--- config.mk ---
export PLATFORM = sky130hd
export DESIGN_NAME = serv_bufreg2_seq
export DESIGN_NICKNAME = d
export VERILOG_FILES = /design/src/rtl/serv_bufreg2_seq_pkg.sv /design/src/rtl/serv_bufreg2_seq_bytesel.sv /design/src/rtl/serv_bufreg2_seq.sv
export SDC_FILE = /design/constraint.sdc
export NUM_CORES = 1
export LEC_CHECK = 0
export ABC_AREA = 1
export BUFFER_PORTS_ARGS = -buffer_cell sky130_fd_sc_hd__buf_2
export CORE_MARGIN = 8
export CORE_UTILIZATION = 47
export CTS_CLUSTER_SIZE = 30
export DETAILED_ROUTE_END_ITERATION = 8
export PLACE_DENSITY = 0.76
export SYNTH_ARGS = -nofsm -noshare
export SYNTH_HDL_FRONTEND = slang
export SYNTH_SLANG_ARGS = --single-unit
--- constraint.sdc ---
create_clock -name i_clk -period 2 [get_ports i_clk]
set_clock_uncertainty 0.15 [all_clocks]
set_input_delay 0.1 -clock i_clk [delete_from_list [all_inputs] [get_ports i_clk]]
set_output_delay 0.1 -clock i_clk [all_outputs]
set_load 0.05 [all_outputs]
--- src/rtl/serv_bufreg2_seq_pkg.sv ---
// Shared types and constants for the serv_bufreg2 sequencer.
package serv_bufreg2_seq_pkg;

  typedef enum logic [2:0] {
    S_IDLE = 3'd0,
    S_INIT = 3'd1,
    S_MEM  = 3'd2,
    S_RUN  = 3'd3,
    S_DONE = 3'd4
  } state_e;

  localparam logic [1:0] CMD_SHIFT = 2'b00;
  localparam logic [1:0] CMD_STORE = 2'b01;
  localparam logic [1:0] CMD_LOAD  = 2'b10;

  localparam logic [1:0] SIZE_BYTE = 2'b00;
  localparam logic [1:0] SIZE_HALF = 2'b01;
  localparam logic [1:0] SIZE_WORD = 2'b10;

  localparam logic [4:0] CNT_LAST = 5'd31;

  // Number of bytes covered by an access size; 1x encodings are words.
  function automatic logic [2:0] size_nbytes(input logic [1:0] size);
    if (size == SIZE_BYTE) begin
      return 3'd1;
    end else if (size == SIZE_HALF) begin
      return 3'd2;
    end else begin
      return 3'd4;
    end
  endfunction

endpackage

--- src/rtl/serv_bufreg2_seq_bytesel.sv ---
// byte_valid decode for serv_bufreg2: loads mask bytes beyond the access size.
module serv_bufreg2_seq_bytesel
  import serv_bufreg2_seq_pkg::*;
(
  input  logic [1:0] cnt_hi_i,
  input  logic [1:0] size_i,
  input  logic [1:0] op_i,
  output logic       byte_valid_o
);

  always_comb begin
    byte_valid_o = 1'b1;
    if (op_i == CMD_LOAD) begin
      byte_valid_o = ({1'b0, cnt_hi_i} < size_nbytes(size_i));
    end
  end

endmodule

--- src/rtl/serv_bufreg2_seq.sv ---
// Command sequencer driving serv_bufreg2 through INIT / MEM / 32-cycle RUN.
// Optional memory-wait timeout: define SERV_BUFREG2_SEQ_TIMEOUT_EN.
module serv_bufreg2_seq
  import serv_bufreg2_seq_pkg::*;
#(
  parameter int unsigned TIMEOUT_W = 8
) (
  input  logic       i_clk,
  input  logic       i_rst_n,
  input  logic       i_cmd_valid,
  output logic       o_cmd_ready,
  input  logic [1:0] i_cmd_op,
  input  logic [1:0] i_cmd_lsb,
  input  logic [1:0] i_cmd_size,
  input  logic       i_cmd_op_b_sel,
  output logic       o_mem_req,
  input  logic       i_mem_ack,
  input  logic       i_sh_done,
  output logic       o_en,
  output logic       o_init,
  output logic       o_cnt_done,
  output logic       o_byte_valid,
  output logic       o_load,
  output logic       o_op_b_sel,
  output logic       o_shift_op,
  output logic [1:0] o_lsb,
  output logic [4:0] o_cnt,
  output logic       o_done,
  output logic       o_err
);

  state_e     state_q, state_d;
  logic [1:0] op_q, op_d;
  logic [1:0] lsb_q, lsb_d;
  logic [1:0] size_q, size_d;
  logic       opb_q, opb_d;
  logic [4:0] cnt_q, cnt_d;
  logic       bv_raw;

`ifdef SERV_BUFREG2_SEQ_TIMEOUT_EN
  logic [TIMEOUT_W-1:0] tmo_q, tmo_d;
  logic                 err_q, err_d;
  logic                 tmo_hit;

  // Fires on the MEM cycle whose increment would make the counter all-ones.
  assign tmo_hit = (tmo_q == {{(TIMEOUT_W-1){1'b1}}, 1'b0});

  always_comb begin
    tmo_d = '0;
    err_d = 1'b0;
    if (state_q == S_MEM) begin
      tmo_d = tmo_q + TIMEOUT_W'(1);
      err_d = !i_mem_ack && tmo_hit;
    end
  end

  always_ff @(posedge i_clk) begin
    if (!i_rst_n) begin
      tmo_q <= '0;
      err_q <= 1'b0;
    end else begin
      tmo_q <= tmo_d;
      err_q <= err_d;
    end
  end

  assign o_err = err_q;
`else
  assign o_err = 1'b0;
`endif

  always_comb begin
    state_d = state_q;
    op_d    = op_q;
    lsb_d   = lsb_q;
    size_d  = size_q;
    opb_d   = opb_q;
    cnt_d   = cnt_q;
    case (state_q)
      S_IDLE: begin
        if (i_cmd_valid) begin
          op_d   = i_cmd_op;
          lsb_d  = i_cmd_lsb;
          size_d = i_cmd_size;
          opb_d  = i_cmd_op_b_sel;
          case (i_cmd_op)
            CMD_SHIFT, CMD_STORE: state_d = S_INIT;
            CMD_LOAD:             state_d = S_MEM;
            default:              state_d = S_DONE;
          endcase
        end
      end
      S_INIT: begin
        cnt_d = cnt_q + 5'd1;
        if (op_q == CMD_SHIFT) begin
          if (i_sh_done || cnt_q == CNT_LAST) state_d = S_RUN;
        end else if (cnt_q == CNT_LAST) begin
          state_d = S_MEM;
        end
      end
      S_MEM: begin
        if (i_mem_ack) begin
          state_d = (op_q == CMD_LOAD) ? S_RUN : S_DONE;
        end
`ifdef SERV_BUFREG2_SEQ_TIMEOUT_EN
        else if (tmo_hit) begin
          state_d = S_IDLE;
        end
`endif
      end
      S_RUN: begin
        cnt_d = cnt_q + 5'd1;
        if (cnt_q == CNT_LAST) state_d = S_DONE;
      end
      S_DONE: begin
        state_d = S_IDLE;
      end
      default: begin
        state_d = S_IDLE;
      end
    endcase
    // Every phase starts counting from zero, including an early SHIFT exit.
    if (state_d != state_q) cnt_d = '0;
  end

  always_ff @(posedge i_clk) begin
    if (!i_rst_n) begin
      state_q <= S_IDLE;
      op_q    <= '0;
      lsb_q   <= '0;
      size_q  <= '0;
      opb_q   <= 1'b0;
      cnt_q   <= '0;
    end else begin
      state_q <= state_d;
      op_q    <= op_d;
      lsb_q   <= lsb_d;
      size_q  <= size_d;
      opb_q   <= opb_d;
      cnt_q   <= cnt_d;
    end
  end

  serv_bufreg2_seq_bytesel u_bytesel (
    .cnt_hi_i     (cnt_q[4:3]),
    .size_i       (size_q),
    .op_i         (op_q),
    .byte_valid_o (bv_raw)
  );

  assign o_cmd_ready  = (state_q == S_IDLE);
  assign o_en         = (state_q == S_INIT) || (state_q == S_RUN);
  assign o_init       = (state_q == S_INIT);
  assign o_shift_op   = (state_q == S_INIT) && (op_q == CMD_SHIFT);
  assign o_cnt_done   = (state_q == S_RUN) && (cnt_q == CNT_LAST);
  assign o_byte_valid = o_en && bv_raw;
  assign o_mem_req    = (state_q == S_MEM);
  assign o_load       = (state_q == S_MEM) && i_mem_ack && (op_q == CMD_LOAD);
  assign o_done       = (state_q == S_DONE);
  assign o_op_b_sel   = opb_q;
  assign o_lsb        = lsb_q;
  assign o_cnt        = cnt_q;

endmodule

* Yosys cells after proc, flatten, opt, wreduce, memory -nomap -nowiden
Cells that the tools add are included.
** Word-level totals
- Register bits after elaboration :: 15
- Input bits :: 12
- Output and inout bits :: 18
- Logic and storage cells :: 47
** Cells by class
- Add/sub/neg operators :: 1
- $lt $le $gt $ge :: 1
- Eq/ne operators :: 10
- Multiplexer cells :: 13
- Bitwise gates (word level) :: 1
- Reductions and logical operators :: 15
** Operators with widths (number)
- 2-to-1 mux 3 bit :: 10
- one-hot mux 3 bit (4 select lines) :: 1
- equality test 3 x 2 -> 1 bit (second input constant) :: 2
- zero test 2 bit :: 3
- one-hot mux 3 bit (2 select lines) :: 1
- OR reduction 2 bit :: 3
- adder 5 x 1 -> 5 bit (second input constant) :: 1
- equality test 5 bit (second input constant) :: 1
- logical AND 1 bit :: 5
- equality test 2 x 1 -> 1 bit (second input constant) :: 2
- equality test 2 bit (second input constant) :: 2
- equality test 3 x 1 -> 1 bit (second input constant) :: 1
- equality test 3 bit (second input constant) :: 1
- zero test 3 bit :: 1
- < comparator 2 x 3 -> 1 bit :: 1
- inequality test 3 bit :: 1
- logical OR 1 bit :: 2
- AND reduction 2 bit :: 1
- 2-to-1 mux 1 bit :: 1
- NOT 1 bit :: 1

* Depth between registers and ports, before layout
- Depth in word-level cells :: 7
- Depth in mapped cells :: 11
- Gate-level depth less buffers :: 11

* Hierarchy
Synthesis repeated with hierarchy kept, for this count alone.
** Second synthesis, totals
- Cell total of the unflattened synthesis :: 126
- Area total of the unflattened synthesis :: 868.3 sq um
** Modules (own cells, without submodules)
- serv_bufreg2_seq :: times used 1, cells each 118, area an instance 819.5 sq um, sequential area each 300.3 sq um
- serv_bufreg2_seq_bytesel :: times used 1, cells each 8, area an instance 48.8 sq um, sequential area each 0.0 sq um

* Worst setup path after synthesis
OpenSTA, ideal clock, no wires.
- Kind :: register to output
- Start point :: register cnt_q[4] (netlist: o_cnt[4])
- End point :: output port o_byte_valid
- Arrival time :: 1884 ps
- Data required time :: 1750 ps
- Path slack :: -134 ps
- Stages on the path, launching flop included :: 5
- Path buffers :: 0
- Cells stage by stage :: dfxtp_1 > ha_1 > o21ai_0 > nand2_1 > a31oi_1
** On the way
- Cells in the longest elaborated chain, start to end :: 3
** RTL lines
- start: declaration :: RTL line serv_bufreg2_seq.sv:37 : logic [4:0] cnt_q, cnt_d;
- start signal: assignment :: RTL line serv_bufreg2_seq.sv:140 : cnt_q <= cnt_d;
- < comparator 2 x 3 -> 1 bit :: RTL line serv_bufreg2_seq_bytesel.sv:14 : byte_valid_o = ({1'b0, cnt_hi_i} < size_nbytes(size_i));
- 2-to-1 mux 1 bit :: RTL line serv_bufreg2_seq_bytesel.sv:13 : if (op_i == CMD_LOAD) begin
- logical AND 1 bit :: RTL line serv_bufreg2_seq.sv:156 : assign o_byte_valid = o_en && bv_raw;
- end: declaration :: RTL line serv_bufreg2_seq.sv:22 : output logic o_byte_valid,
No other way between the ends.

* Worst setup path after layout
- Start point :: register cnt_q[0] (netlist: o_cnt[0])
- End point :: output port o_cnt_done
** On the way
- Cells in the longest elaborated chain, start to end :: 2
** RTL lines
- equality test 5 bit :: RTL line serv_bufreg2_seq.sv:155 : assign o_cnt_done = (state_q == S_RUN) && (cnt_q == CNT_LAST);
- logical AND 1 bit :: RTL line serv_bufreg2_seq.sv:155
- end: declaration :: RTL line serv_bufreg2_seq.sv:21 : output logic o_cnt_done,
No other way between the ends.

==> flow_metrics.py <==
metrics = {
    "status": {
        "status": "completed",
    },
    "clock_network": {
        "numCtsBuffers": 3,
        "clk_latency_ps": 280,
        "ctsResizeCount": 0,
        "clk_path_buf_depth": 2,
        "cts_setup_buffers": 0,
        "clk_pin_slew_ps": 90,
        "cts_root_buf": "clkbuf_4",
        "hold_buffers": 8,
        "h-tree-depth": 1,
        "tritoncts": "done",
        "cts_num_sinks": 15,
    },
    "drt": {
        "drt_iter0_markers": 17,
        "drc_errors": 0,
        "routedWlPerCell_um": 11.2,
        "dr_total_vias": 866,
        "post_drt_via_cell_ratio": 4.81,
        "dr.pass1.iters": 4,
        "ant_nets": 0,
        "drt_wl_total_um": 2020,
    },
    "power_and_ir_drop": {
        "pwr-share-seq": 0.448,
        "clock_power_share": 0.231,
        "vdd_drop_max_mv": 0.466,
        "powerDensity_mw_per_mm2": 677,
        "pwr-share-comb": 0.321,
        "p_int_w": 0.000461,
        "total_power_w": 0.000741,
        "power_switching_w": 0.000280,
        "swShare": 0.378,
        "leakagePower_nw": 0.579,
    },
    "timing": {
        "report.final.slew_viol_count": 0,
        "max_clock_freq_ghz": 0.548,
        "setup_violations": 0,
        "hold_viol_final": 0,
        "rsz0062_at_grt": "no",
        "fin_setup_tns_ps": 0,
        "fin_crit_sh": 0.913,
        "period_needed_ps": 1830,
    },
    "die": {
        "start_util": 0.486,
        "ios": 30,
        "die_w_um": 57.8,
        "die_area_mm2": 0.00334,
        "row_count": 15,
        "core_region_area_mm2": 0.00169,
        "die_h_um": 57.8,
    },
    "synth": {
        "synth.distinct_cells": 21,
        "synth_area_um2": 821,
        "synth.avg_cell_area_um2": 6.62,
        "syn_nets": 139,
        "yosys_warnings": 0,
        "ys_seq_area_frac": 0.366,
        "syn_inst": 124,
        "ys_seq_elements": 15,
    },
    "cells_and_area": {
        "drive_above_1_share": 0.264,
        "final_nets": 179,
        "fillerInstances": 154,
        "area_growth_pct": 33.2,
        "final_cell_mix": "nand2_1 (33), buf_2 (28), nor2_1 (17), inv_1 (17), dfxtp_1 (15)",
        "layout_commonest_cell": "nand2_1",
        "antenna_cells": 0,
    },
    "setup_path": {
        "endpoint_kind": "primary output",
        "r2r_slack_ps": 180,
        "critical_path_arrival_ps": 1580,
        "worstPathRequired_ps": 1750,
        "rr_startpoint": "state_q[0]",
        "reg2reg_to": "size_q[0]",
        "critical_path_class": "reg -> out",
        "crit_path_max_fanout": 4,
        "startpoint_type": "flop",
        "rr_worst_depth": 6,
    },
    "global_routing": {
        "grt_start_max_net_pins": 10,
        "grt_pass1_wl_um": 3400,
        "antenna_found_initial": 0,
        "gr-total-overflow": 0,
        "grt_pass1_vias": 816,
        "grt.total_usage": 0.126,
    },
    "flow_run": {
        "cap_viol_max_count": 0,
    },
    "placed_design": {
        "place_congestion": 0.793,
        "io_buffers": 28,
        "dp_hpwl_um": 1570,
    },
    "worst_hold_path": {
        "min_path_type": "in -> reg",
        "whs_path_depth": 4,
        "min_from": "i_cmd_op[1]",
        "min_to": "state_q[0]",
    },
}
==> sequential cells by signal (all words and copies together) (netlist names) <==
| register | count |
|---|---|
| op_q | 2 |
| o_op_b_sel | 1 |
| size_q | 2 |
| o_lsb | 2 |
| state_q | 3 |
| o_cnt | 5 |
==> layer usage <==
| layer | wire, µm | vias to the layer above | global-route usage |
|---|---|---|---|
| met5 | 0 | - | 0 |
| met3 | 177 | 2 | 0.0442 |
| met4 | 11 | 0 | 0.0420 |
| met2 | 932 | 25 | 0.211 |
| met1 | 894 | 375 | 0.145 |
| li1 | - | 464 | - |
==> critical path: stages, from the launching register on <==
cell and delay, ps:
dfxtp_1 400, ha_1 190, nand2_1 50, nor2_1 90, ha_1 190, nand2_1 80
inv_1 50, buf_2 250
==> area by class of cell <==
cell class | count | area (µm²) | area share
multi-input combinational | 87 | 439 | 0.402
sequential | 15 | 300 | 0.275
timing repair buffer | 37 | 230 | 0.211
inverter | 20 | 75.1 | 0.0686
clock buffer | 3 | 22.5 | 0.0206
tap | 17 | 21.3 | 0.0195
clock inverter | 1 | 5.00 | 0.00458
==> metrics by stage <==
step / area (µm²) / std cells / hold WS [ps] / util / setup slack [ps]
final: 1090 / 180 / 25.8 / 0.647 / 175
after global routing: 1090 / 180 / 41.6 / 0.647 / 10.8
after CTS: 1080 / 179 / 3.58 / 0.641 / 170
after detailed placement: 976 / 167 / 231 / 0.578 / 354
after global placement: 976 / 167 / 222 / 0.578 / 387
after floorplan: 827 / 124 / 75.0 / - / 53.3
==> power groups by stage <==
stage                     Clock, W  Combinational (W)  Sequential (W)
after floorplan                  0           0.000152        0.000359
after global placement           0           0.000220        0.000338
after detailed placement         0           0.000224        0.000339
after CTS                 0.000173           0.000237        0.000332
after global routing      0.000193           0.000262        0.000335
final                     0.000171           0.000237        0.000332
==> how the worst max path moves through the flow <==
stage	start	to	slack (ps)	cells after the start
floorplan	o_cnt[0]	o_cnt[0]	50	11
detailed placement	o_cnt[0]	o_cnt[2]	350	11
global placement	o_cnt[0]	o_cnt[2]	390	11
CTS	o_cnt[0]	o_cnt_done	170	7
global route	o_cnt[0]	o_cnt_done	10	7
finish	o_cnt[0]	o_cnt_done	170	7
==> synthesized netlist by cell type, drive strengths merged <==
cell   count  share of area
a41oi      1          0.011
xor2       3          0.032
nand2     35           0.17
ha         3          0.046
conb       1         0.0046
nor3       2          0.012
dfxtp     15           0.37
o21ai      4          0.024
inv       20          0.091
nand3      6          0.043
buf        2          0.015
nor2      20           0.10
nand4      3          0.030
a21oi      7          0.043
a31oi      2          0.015
==> logic make-up (layout without fill, tap and decap cells) <==
group	count (synthesis)	after routing	share of synthesized area
and+or+nand+nor	66	66	0.352
other	1	1	0.00457
DFF	15	15	0.366
adders and majority gates	3	3	0.0457
AOI/OAI and AO/OA	14	14	0.0930
xor gates and xnor gates	3	3	0.0320
buffers and inverters	22	61	0.107
(Power assumes the default switching activity.)
